<file path="src/rtl/clk_div_pkg.sv">
// Shared defaults and types for the clock-enable divider bank.
package clk_div_pkg;

  localparam int unsigned DIV_W_DFLT       = 27;
  localparam int unsigned DEFAULT_DIV_DFLT = 50_000_000;

  typedef logic [DIV_W_DFLT-1:0] div_t;

endpackage

</file>
<file path="src/rtl/clk_div_chan.sv">
// One divider channel: programmable ratio, free-running count, tick strobe
// and 50 % square wave. A local write restarts the phase.
module clk_div_chan
  import clk_div_pkg::*;
#(
  parameter int unsigned            DIV_W       = DIV_W_DFLT,
  parameter logic [DIV_W-1:0]       DEFAULT_DIV = DIV_W'(DEFAULT_DIV_DFLT)
) (
  input  logic             clk,
  input  logic             rst,
  input  logic             en_i,
  input  logic             wr_i,
  input  logic [DIV_W-1:0] wr_div_i,
  output logic             tick_o,
  output logic             led_o
);

  logic [DIV_W-1:0] div_q, div_d;
  logic [DIV_W-1:0] cnt_q, cnt_d;
  logic             tick_q, tick_d;
  logic             led_q, led_d;
  logic             running;
  logic             terminal;

  assign running  = en_i && (div_q != '0);
  assign terminal = (cnt_q == (div_q - DIV_W'(1)));

  // A write takes priority over the terminal count on the same edge.
  always_comb begin
    div_d  = div_q;
    cnt_d  = cnt_q;
    tick_d = 1'b0;
    led_d  = led_q;
    if (wr_i) begin
      div_d = wr_div_i;
      cnt_d = '0;
    end else if (running) begin
      if (terminal) begin
        cnt_d  = '0;
        tick_d = 1'b1;
        led_d  = ~led_q;
      end else begin
        cnt_d = cnt_q + DIV_W'(1);
      end
    end
  end

  always_ff @(posedge clk) begin
    if (rst) begin
      div_q  <= DEFAULT_DIV;
      cnt_q  <= '0;
      tick_q <= 1'b0;
      led_q  <= 1'b0;
    end else begin
      div_q  <= div_d;
      cnt_q  <= cnt_d;
      tick_q <= tick_d;
      led_q  <= led_d;
    end
  end

  assign tick_o = tick_q;
  assign led_o  = led_q;

endmodule

</file>
<file path="src/rtl/clk_div_bank.sv">
// Bank of CHANNELS independent clock-enable dividers with a shared ratio
// write port and an out-of-range write error pulse.
module clk_div_bank
  import clk_div_pkg::*;
#(
  parameter int unsigned CHANNELS    = 16,
  parameter int unsigned DIV_W       = DIV_W_DFLT,
  parameter int unsigned DEFAULT_DIV = DEFAULT_DIV_DFLT,
  parameter int unsigned CH_W        = (CHANNELS > 1) ? $clog2(CHANNELS) : 1
) (
  input  logic                clk,
  input  logic                rst,
  input  logic [CHANNELS-1:0] en,
  input  logic                wr_en,
  input  logic [CH_W-1:0]     wr_ch,
  input  logic [DIV_W-1:0]    wr_div,
  output logic                wr_err,
  output logic [CHANNELS-1:0] tick,
  output logic [CHANNELS-1:0] led
);

  logic wr_valid;
  logic wr_err_q, wr_err_d;

  // Widened compare so any CH_W up to 32 bits is handled uniformly.
  assign wr_valid = (33'(wr_ch) < 33'(CHANNELS));

  always_comb begin
    wr_err_d = wr_en && !wr_valid;
  end

  always_ff @(posedge clk) begin
    if (rst) begin
      wr_err_q <= 1'b0;
    end else begin
      wr_err_q <= wr_err_d;
    end
  end

  assign wr_err = wr_err_q;

  for (genvar g = 0; g < int'(CHANNELS); g++) begin : g_chan
    logic wr_sel;

    assign wr_sel = wr_en && wr_valid && (wr_ch == CH_W'(g));

    clk_div_chan #(
      .DIV_W       (DIV_W),
      .DEFAULT_DIV (DIV_W'(DEFAULT_DIV))
    ) u_chan (
      .clk      (clk),
      .rst      (rst),
      .en_i     (en[g]),
      .wr_i     (wr_sel),
      .wr_div_i (wr_div),
      .tick_o   (tick[g]),
      .led_o    (led[g])
    );
  end

endmodule
</file>
<file path="config.mk">
export PLATFORM = sky130hd
export DESIGN_NAME = clk_div_bank
export DESIGN_NICKNAME = d
export VERILOG_FILES = /design/src/rtl/clk_div_pkg.sv /design/src/rtl/clk_div_chan.sv /design/src/rtl/clk_div_bank.sv
export SDC_FILE = /design/constraint.sdc
export NUM_CORES = 2
export LEC_CHECK = 0
export CAP_MARGIN = 20
export CELL_PAD_IN_SITES_DETAIL_PLACEMENT = 1
export CELL_PAD_IN_SITES_GLOBAL_PLACEMENT = 1
export CORE_MARGIN = 8
export CORE_UTILIZATION = 30
export DETAILED_ROUTE_END_ITERATION = 10
export PLACE_DENSITY_LB_ADDON = 0.1
export SETUP_SLACK_MARGIN = 0.02
export SLEW_MARGIN = 20
export SYNTH_ARGS = -nofsm -noshare
export SYNTH_HDL_FRONTEND = slang
export SYNTH_SLANG_ARGS = --single-unit
</file>
<file path="constraint.sdc">
create_clock -name clk -period 10 [get_ports clk]
set_clock_uncertainty 0.2 [all_clocks]
set_input_delay 2 -clock clk [delete_from_list [all_inputs] [get_ports clk]]
set_output_delay 2 -clock clk [all_outputs]
set_load 0.03 [all_outputs]
</file>
# After elaboration in Yosys (flattened, before gate mapping)
# Cells that the tools add are included.
[word_totals] memories=0 ramBits=0 ff_bits=896 out_inout_bits=33 latch_bits=0 mem_bits_ro=0 in_bits=50
[classes] order_cmp=0 shifts=0 n_div=0 mux=32 eq_ne=31 bitwise=48 n_mul=0 reduce_logical=97 addsub=32
[ops] op="$add A27 B1 Y27 const B" count=16
[ops] op="$eq A27 B27 Y1" count=16
[ops] op="$mux W27" count=16
[ops] op="$reduce_bool A27 Y1" count=16
[ops] op="$sub A27 B1 Y27 const B" count=16
[ops] op="$not A1 Y1" count=48
[ops] op="$reduce_and A3 Y1" count=16
[ops] op="$reduce_or A3 Y1" count=16
[ops] op="$eq A4 B4 Y1 const B" count=8
[ops] op="$logic_and A1 B1 Y1" count=32
[ops] op="$reduce_or A2 Y1" count=16
[ops] op="$eq A4 B3 Y1 const B" count=4
[ops] op="$mux W1" count=16
[ops] op="$eq A4 B2 Y1 const B" count=2
[ops] op="$eq A4 B1 Y1 const B" count=1
[ops] op="$logic_not A4 Y1" count=1

# Longest topological paths before layout
[depth] ltp_word=4 depth_mapped=14

# Modules after synthesis
# From an unflattened synthesis, not the netlist that was laid out.
[hier_totals] cells_unflattened=6217 hier_area_um2=53920.5
[modules_own_cells] module="clk_div_chan at g_chan[0].u_chan ..." cells_per_inst=387 seq_area_each_um2=1121.1 area_per_inst_um2=3373.2 n_inst=13
[modules_own_cells] module="clk_div_chan at g_chan[7].u_chan ..." cells_per_inst=387 seq_area_each_um2=1121.1 area_per_inst_um2=3313.2 n_inst=3
[modules_own_cells] module="clk_div_bank" cells_per_inst=25 seq_area_each_um2=0.0 area_per_inst_um2=128.9 n_inst=1

# Least setup slack after synthesis
# OpenSTA, ideal clock, no wires.
[synth_timing] path_kind="input -> register" startpoint="input en[5]" endpoint="register g_chan[5].u_chan.cnt_q[10]" t_required_ns=9.667 path_stages=9 setup_time_ns=0.133 setup_slack_ns=5.658 arrival_ns=4.009 path_buffers=2 path_cell_list="nand3_1 -> a311oi_1 -> nand4_1 -> or4b_2 -> nor4_1 -> and4_1 -> buf_2 -> buf_2 -> nor4_1"
[synth_between] elab_chain_cells=1
[synth_lines] element="start: declaration" line_no="clk_div_bank.sv:13" source="input logic [CHANNELS-1:0] en,"
[synth_lines] element="$logic_and A1 B1 Y1" line_no="clk_div_chan.sv:25" source="assign running = en_i && (div_q != '0);"
[synth_lines] element="end signal: assignment" line_no="clk_div_chan.sv:56" source="cnt_q <= cnt_d;"
[synth_lines] element="end: declaration" line_no="clk_div_chan.sv:19" source="logic [DIV_W-1:0] cnt_q, cnt_d;"
# No other way between the ends.
# A chain may end at the register's enable or synchronous reset.

# Worst setup path after layout
[layout_timing] startpoint="register g_chan[2].u_chan.div_q[0]" endpoint="register g_chan[2].u_chan.cnt_q[21]"
[layout_between] elab_chain_cells=3 elab_cells_between_ends=5
[layout_lines] element="start: declaration" line_no="clk_div_chan.sv:18" source="logic [DIV_W-1:0] div_q, div_d;"
[layout_lines] element="start signal: assignment" line_no="clk_div_chan.sv:55" source="div_q <= div_d;"
[layout_lines] element="$sub A27 B1 Y27" line_no="clk_div_chan.sv:26" source="assign terminal = (cnt_q == (div_q - DIV_W'(1)));"
[layout_lines] element="$eq A27 B27 Y1" line_no="clk_div_chan.sv:26"
[layout_lines] element="$mux W27" line_no="clk_div_chan.sv:38" source="if (terminal) begin"
[layout_lines] element="end signal: assignment" line_no="clk_div_chan.sv:56"
[layout_lines] element="end: declaration" line_no="clk_div_chan.sv:19"
# Parallel ways exist; a longest one is shown, timed or not.

==> results.py <==
metrics = {
    "run_status": {
        "status": "complete, no violations",
    },
    "sta": {
        "hold_viol": 0,
        "relSlewSlack": 0.248,
        "rsz0062_at_grt": "false",
        "fin_tns_setup_ns": 0,
        "report.final.slew_viol_count": 0,
        "timing.fmax_mhz": 212,
        "holdWs_ns": 0.284,
        "setup_violations": 0,
        "finalCritPeriodShare": 0.471,
        "finalCriticalPeriod_ns": 4.71,
        "tightest_slew_ns": 1.13,
    },
    "power_and_ir_drop": {
        "seq_power_share": 0.430,
        "p_clk_frac": 0.514,
        "p_sw_mw": 2.11,
        "switching_share": 0.246,
        "p_per_area_nw_per_um2": 150,
        "power_frac_comb": 0.056,
        "power.total_mw": 8.57,
        "internal_power_mw": 6.46,
        "peakVddDrop_mv": 0.125,
        "leakage_nw": 19.2,
    },
    "worst_setup_path": {
        "critPathRequiredTime_ns": 10.35,
        "crit_path_end_kind": "flip-flop",
        "critPathArrivalTime_ns": 5.06,
        "rr_worst_depth": 11,
        "path_max_fanout": 15,
        "critPathKind": "reg2reg",
        "worstPathCellList": "inv_1, ha_1, or4b_2, nor4_1, mux2_2, mux2i_1, a21oi_1, or4_1, nor3_4, buf_6, nor3_1",
        "startpoint_type": "flip-flop",
        "max_stage_delay_ns": 0.77,
        "cpMaxStageDelayCell": "nor4_1",
    },
    "logic_synthesis": {
        "synth_edf_count": 0,
        "syn_inst": 6638,
        "seq_area_frac_synth": 0.353,
        "synthFlopType": "dfxtp_1",
        "yosys-top-cells-area": "dfxtp_1, xnor2_1, nand2_1, xor2_1, nor3_1",
        "ys_async_sr_fraction": 0,
        "synth_cell_types": 88,
        "syn_avg_cell_area_um2": 7.64,
        "yosysTopAreaCellShare": 0.353,
        "synth-seq-cells": 896,
        "ys_top_cells_by_count": "nand2_1, dfxtp_1, nor2_1, xnor2_1, nor3_1",
        "ys_warn_count": 0,
        "yosysMostFrequentCell": "nand2_1",
        "synth_nets": 6720,
        "yosysTopAreaCell": "dfxtp_1",
        "syn_area_um2": 50700,
    },
    "drt": {
        "drtAntennaViolNets": 0,
        "first_iter_violations": 2408,
        "drc": 0,
        "num_vias": 46400,
        "firstDrtPassIters": 5,
        "route.detailed.wl_per_inst_um": 20.9,
        "routed_wl_um": 184000,
        "viasPerCell": 5.28,
    },
    "cts": {
        "cts_buffer_depth": 3,
        "clock_sinks": 896,
        "postCtsResizedCells": 0,
        "cts_setup_buffers": 0,
        "ctsHoldBuffers": 0,
        "cts_tree": "done",
        "numCtsBuffers": 114,
        "clk_pin_slew_worst_paths_ns": 0.06,
        "root_buffer": "clkbuf_16",
        "clock_latency_ns": 0.74,
        "htree_levels": 3,
    },
    "die": {
        "num_rows": 151,
        "die_w_um": 427,
        "dieArea_um2": 183000,
        "ios": 83,
        "die_h_um": 427,
        "initial_core_util": 0.301,
        "core-area_um2": 169000,
    },
    "job": {
        "drv_cap": 0,
    },
    "global_routing": {
        "grt_pass1_wl_um": 284000,
        "antenna_found_initial": 5,
        "grt_pass1_vias": 46600,
        "grt_max_degree": 72,
        "grt-ovfl-total": 0,
        "track_usage": 0.196,
    },
    "min_path": {
        "hold_class": "reg2reg",
        "min_path_cells": 2,
    },
    "placement": {
        "dpl.cell_count": 8588,
        "dp.final_hpwl_um": 123000,
        "gp_congestion": 0.830,
        "portBuffers": 81,
        "placed_cell_area_um2": 53100,
    },
    "finish": {
        "fin_nets": 6570,
        "area_growth_syn_to_layout_pct": 12.6,
        "final_area_um2": 57100,
        "stdcell_count": 8797,
        "drive_gt1_frac": 0.0587,
    },
}
-- metrics by stage --
step | setup slack (ns) | util
6_report | 5.29 | 0.339
2_1_floorplan | 5.66 | -
3_5_place_dp | 4.47 | 0.315
3_3_place_gp | 4.41 | 0.315
4_1_cts | 5.06 | 0.338
5_1_grt | 4.94 | 0.339
-- area by class of cell --
cell class,count,area (µm²)
fillers,20200,112000
flip-flops and latches,896,17900
well taps,2218,2780
clock inverters,38,577
diodes,4,10.0
clock buffers,165,3410
multi-input cells,5190,30700
inverters,135,514
repair buffers,151,1220
-- critical path, delay by kind of cell (launching register included) --
| family | cells | cell delay (ns) |
|---|---|---|
| DFF | 1 | 0.37 |
| buffers and inverters | 2 | 0.33 |
| AOI/OAI and AO/OA | 1 | 0.10 |
| and+or+nand+nor | 5 | 2.72 |
| muxes | 2 | 0.54 |
| adders and majority gates | 1 | 0.26 |
-- state kept, by name, summed over array words and instances, names as in the netlist --
name and flops:
g_chan.u_chan.tick_o 16, g_chan.u_chan.div_q 432, g_chan.u_chan.led_o 16, g_chan.u_chan.cnt_q 432
-- layout by cell type, fill, tap and decap left out, types with 28 or more instances in the layout --
master | synthesis | final
clkbuf_8 | 0 | 28
ha_1 | 32 | 32
inv_1 | 134 | 134
a31oi_1 | 31 | 31
clkdlybuf4s50_1 | 0 | 53
or4_1 | 75 | 75
a21oi_1 | 332 | 332
nor2_1 | 552 | 540
nand2_1 | 1143 | 1139
buf_4 | 33 | 69
and4_1 | 40 | 39
nand2b_1 | 39 | 39
nand3_1 | 386 | 385
o211ai_1 | 37 | 37
clkbuf_16 | 0 | 118
nor3_1 | 417 | 411
nor2b_1 | 39 | 39
xor2_1 | 377 | 377
nor4_1 | 170 | 169
nand4_1 | 154 | 154
and3_1 | 120 | 120
dfxtp_1 | 896 | 896
or3_1 | 82 | 82
o21ai_0 | 93 | 93
mux2i_1 | 41 | 41
xnor2_1 | 549 | 549
-- routing by layer --
metal / wire length, µm / up-vias / GRT usage
li1: - / 22800 / -
met1: 86800 / 22700 / 0.262
met2: 83800 / 594 / 0.324
met3: 6360 / 303 / 0.0280
met4: 7070 / 2 / 0.0682
met5: 13 / - / 0
-- kinds of logic (layout without fill, tap and decap cells) --
group | after synthesis | after routing | share of synthesized area
and+or+nand+nor | 3406 | 3406 | 0.327
xor gates and xnor gates | 927 | 927 | 0.160
DFF | 896 | 896 | 0.353
AOI/OAI and AO/OA | 776 | 776 | 0.0982
buffers and inverters | 552 | 489 | 0.0437
muxes | 48 | 48 | 0.00964
adders and majority gates | 32 | 32 | 0.00789
other | 1 | 5 | 0.0000739
-- worst paths after layout --
path / slack, ns / endpoint / start
hold reg to reg: 0.28 / g_chan[8].u_chan.div_q[8]$_SDFFE_PP0P_ / g_chan[8].u_chan.div_q[8]$_SDFFE_PP0P_
setup / recovery: 5.29 / g_chan[2].u_chan.cnt_q[21]$_SDFFE_PP0P_ / g_chan[2].u_chan.div_q[0]$_SDFFE_PP0P_
setup reg to reg: 5.29 / g_chan[2].u_chan.cnt_q[21]$_SDFFE_PP0P_ / g_chan[2].u_chan.div_q[0]$_SDFFE_PP0P_
hold / removal: 0.28 / g_chan[8].u_chan.div_q[8]$_SDFFE_PP0P_ / g_chan[8].u_chan.div_q[8]$_SDFFE_PP0P_
-- power groups by stage --
| stage | sequential [mW] | combinational, mW | clock (mW) |
|---|---|---|---|
| 3_3_place_gp | 3.76 | 0.477 | 0 |
| 6_report | 3.69 | 0.480 | 4.40 |
| 4_1_cts | 3.68 | 0.487 | 4.56 |
| 5_1_grt | 3.69 | 0.525 | 4.69 |
| 2_1_floorplan | 3.73 | 0.300 | 0 |
| 3_5_place_dp | 3.76 | 0.485 | 0 |
(Power assumes the default switching activity.)
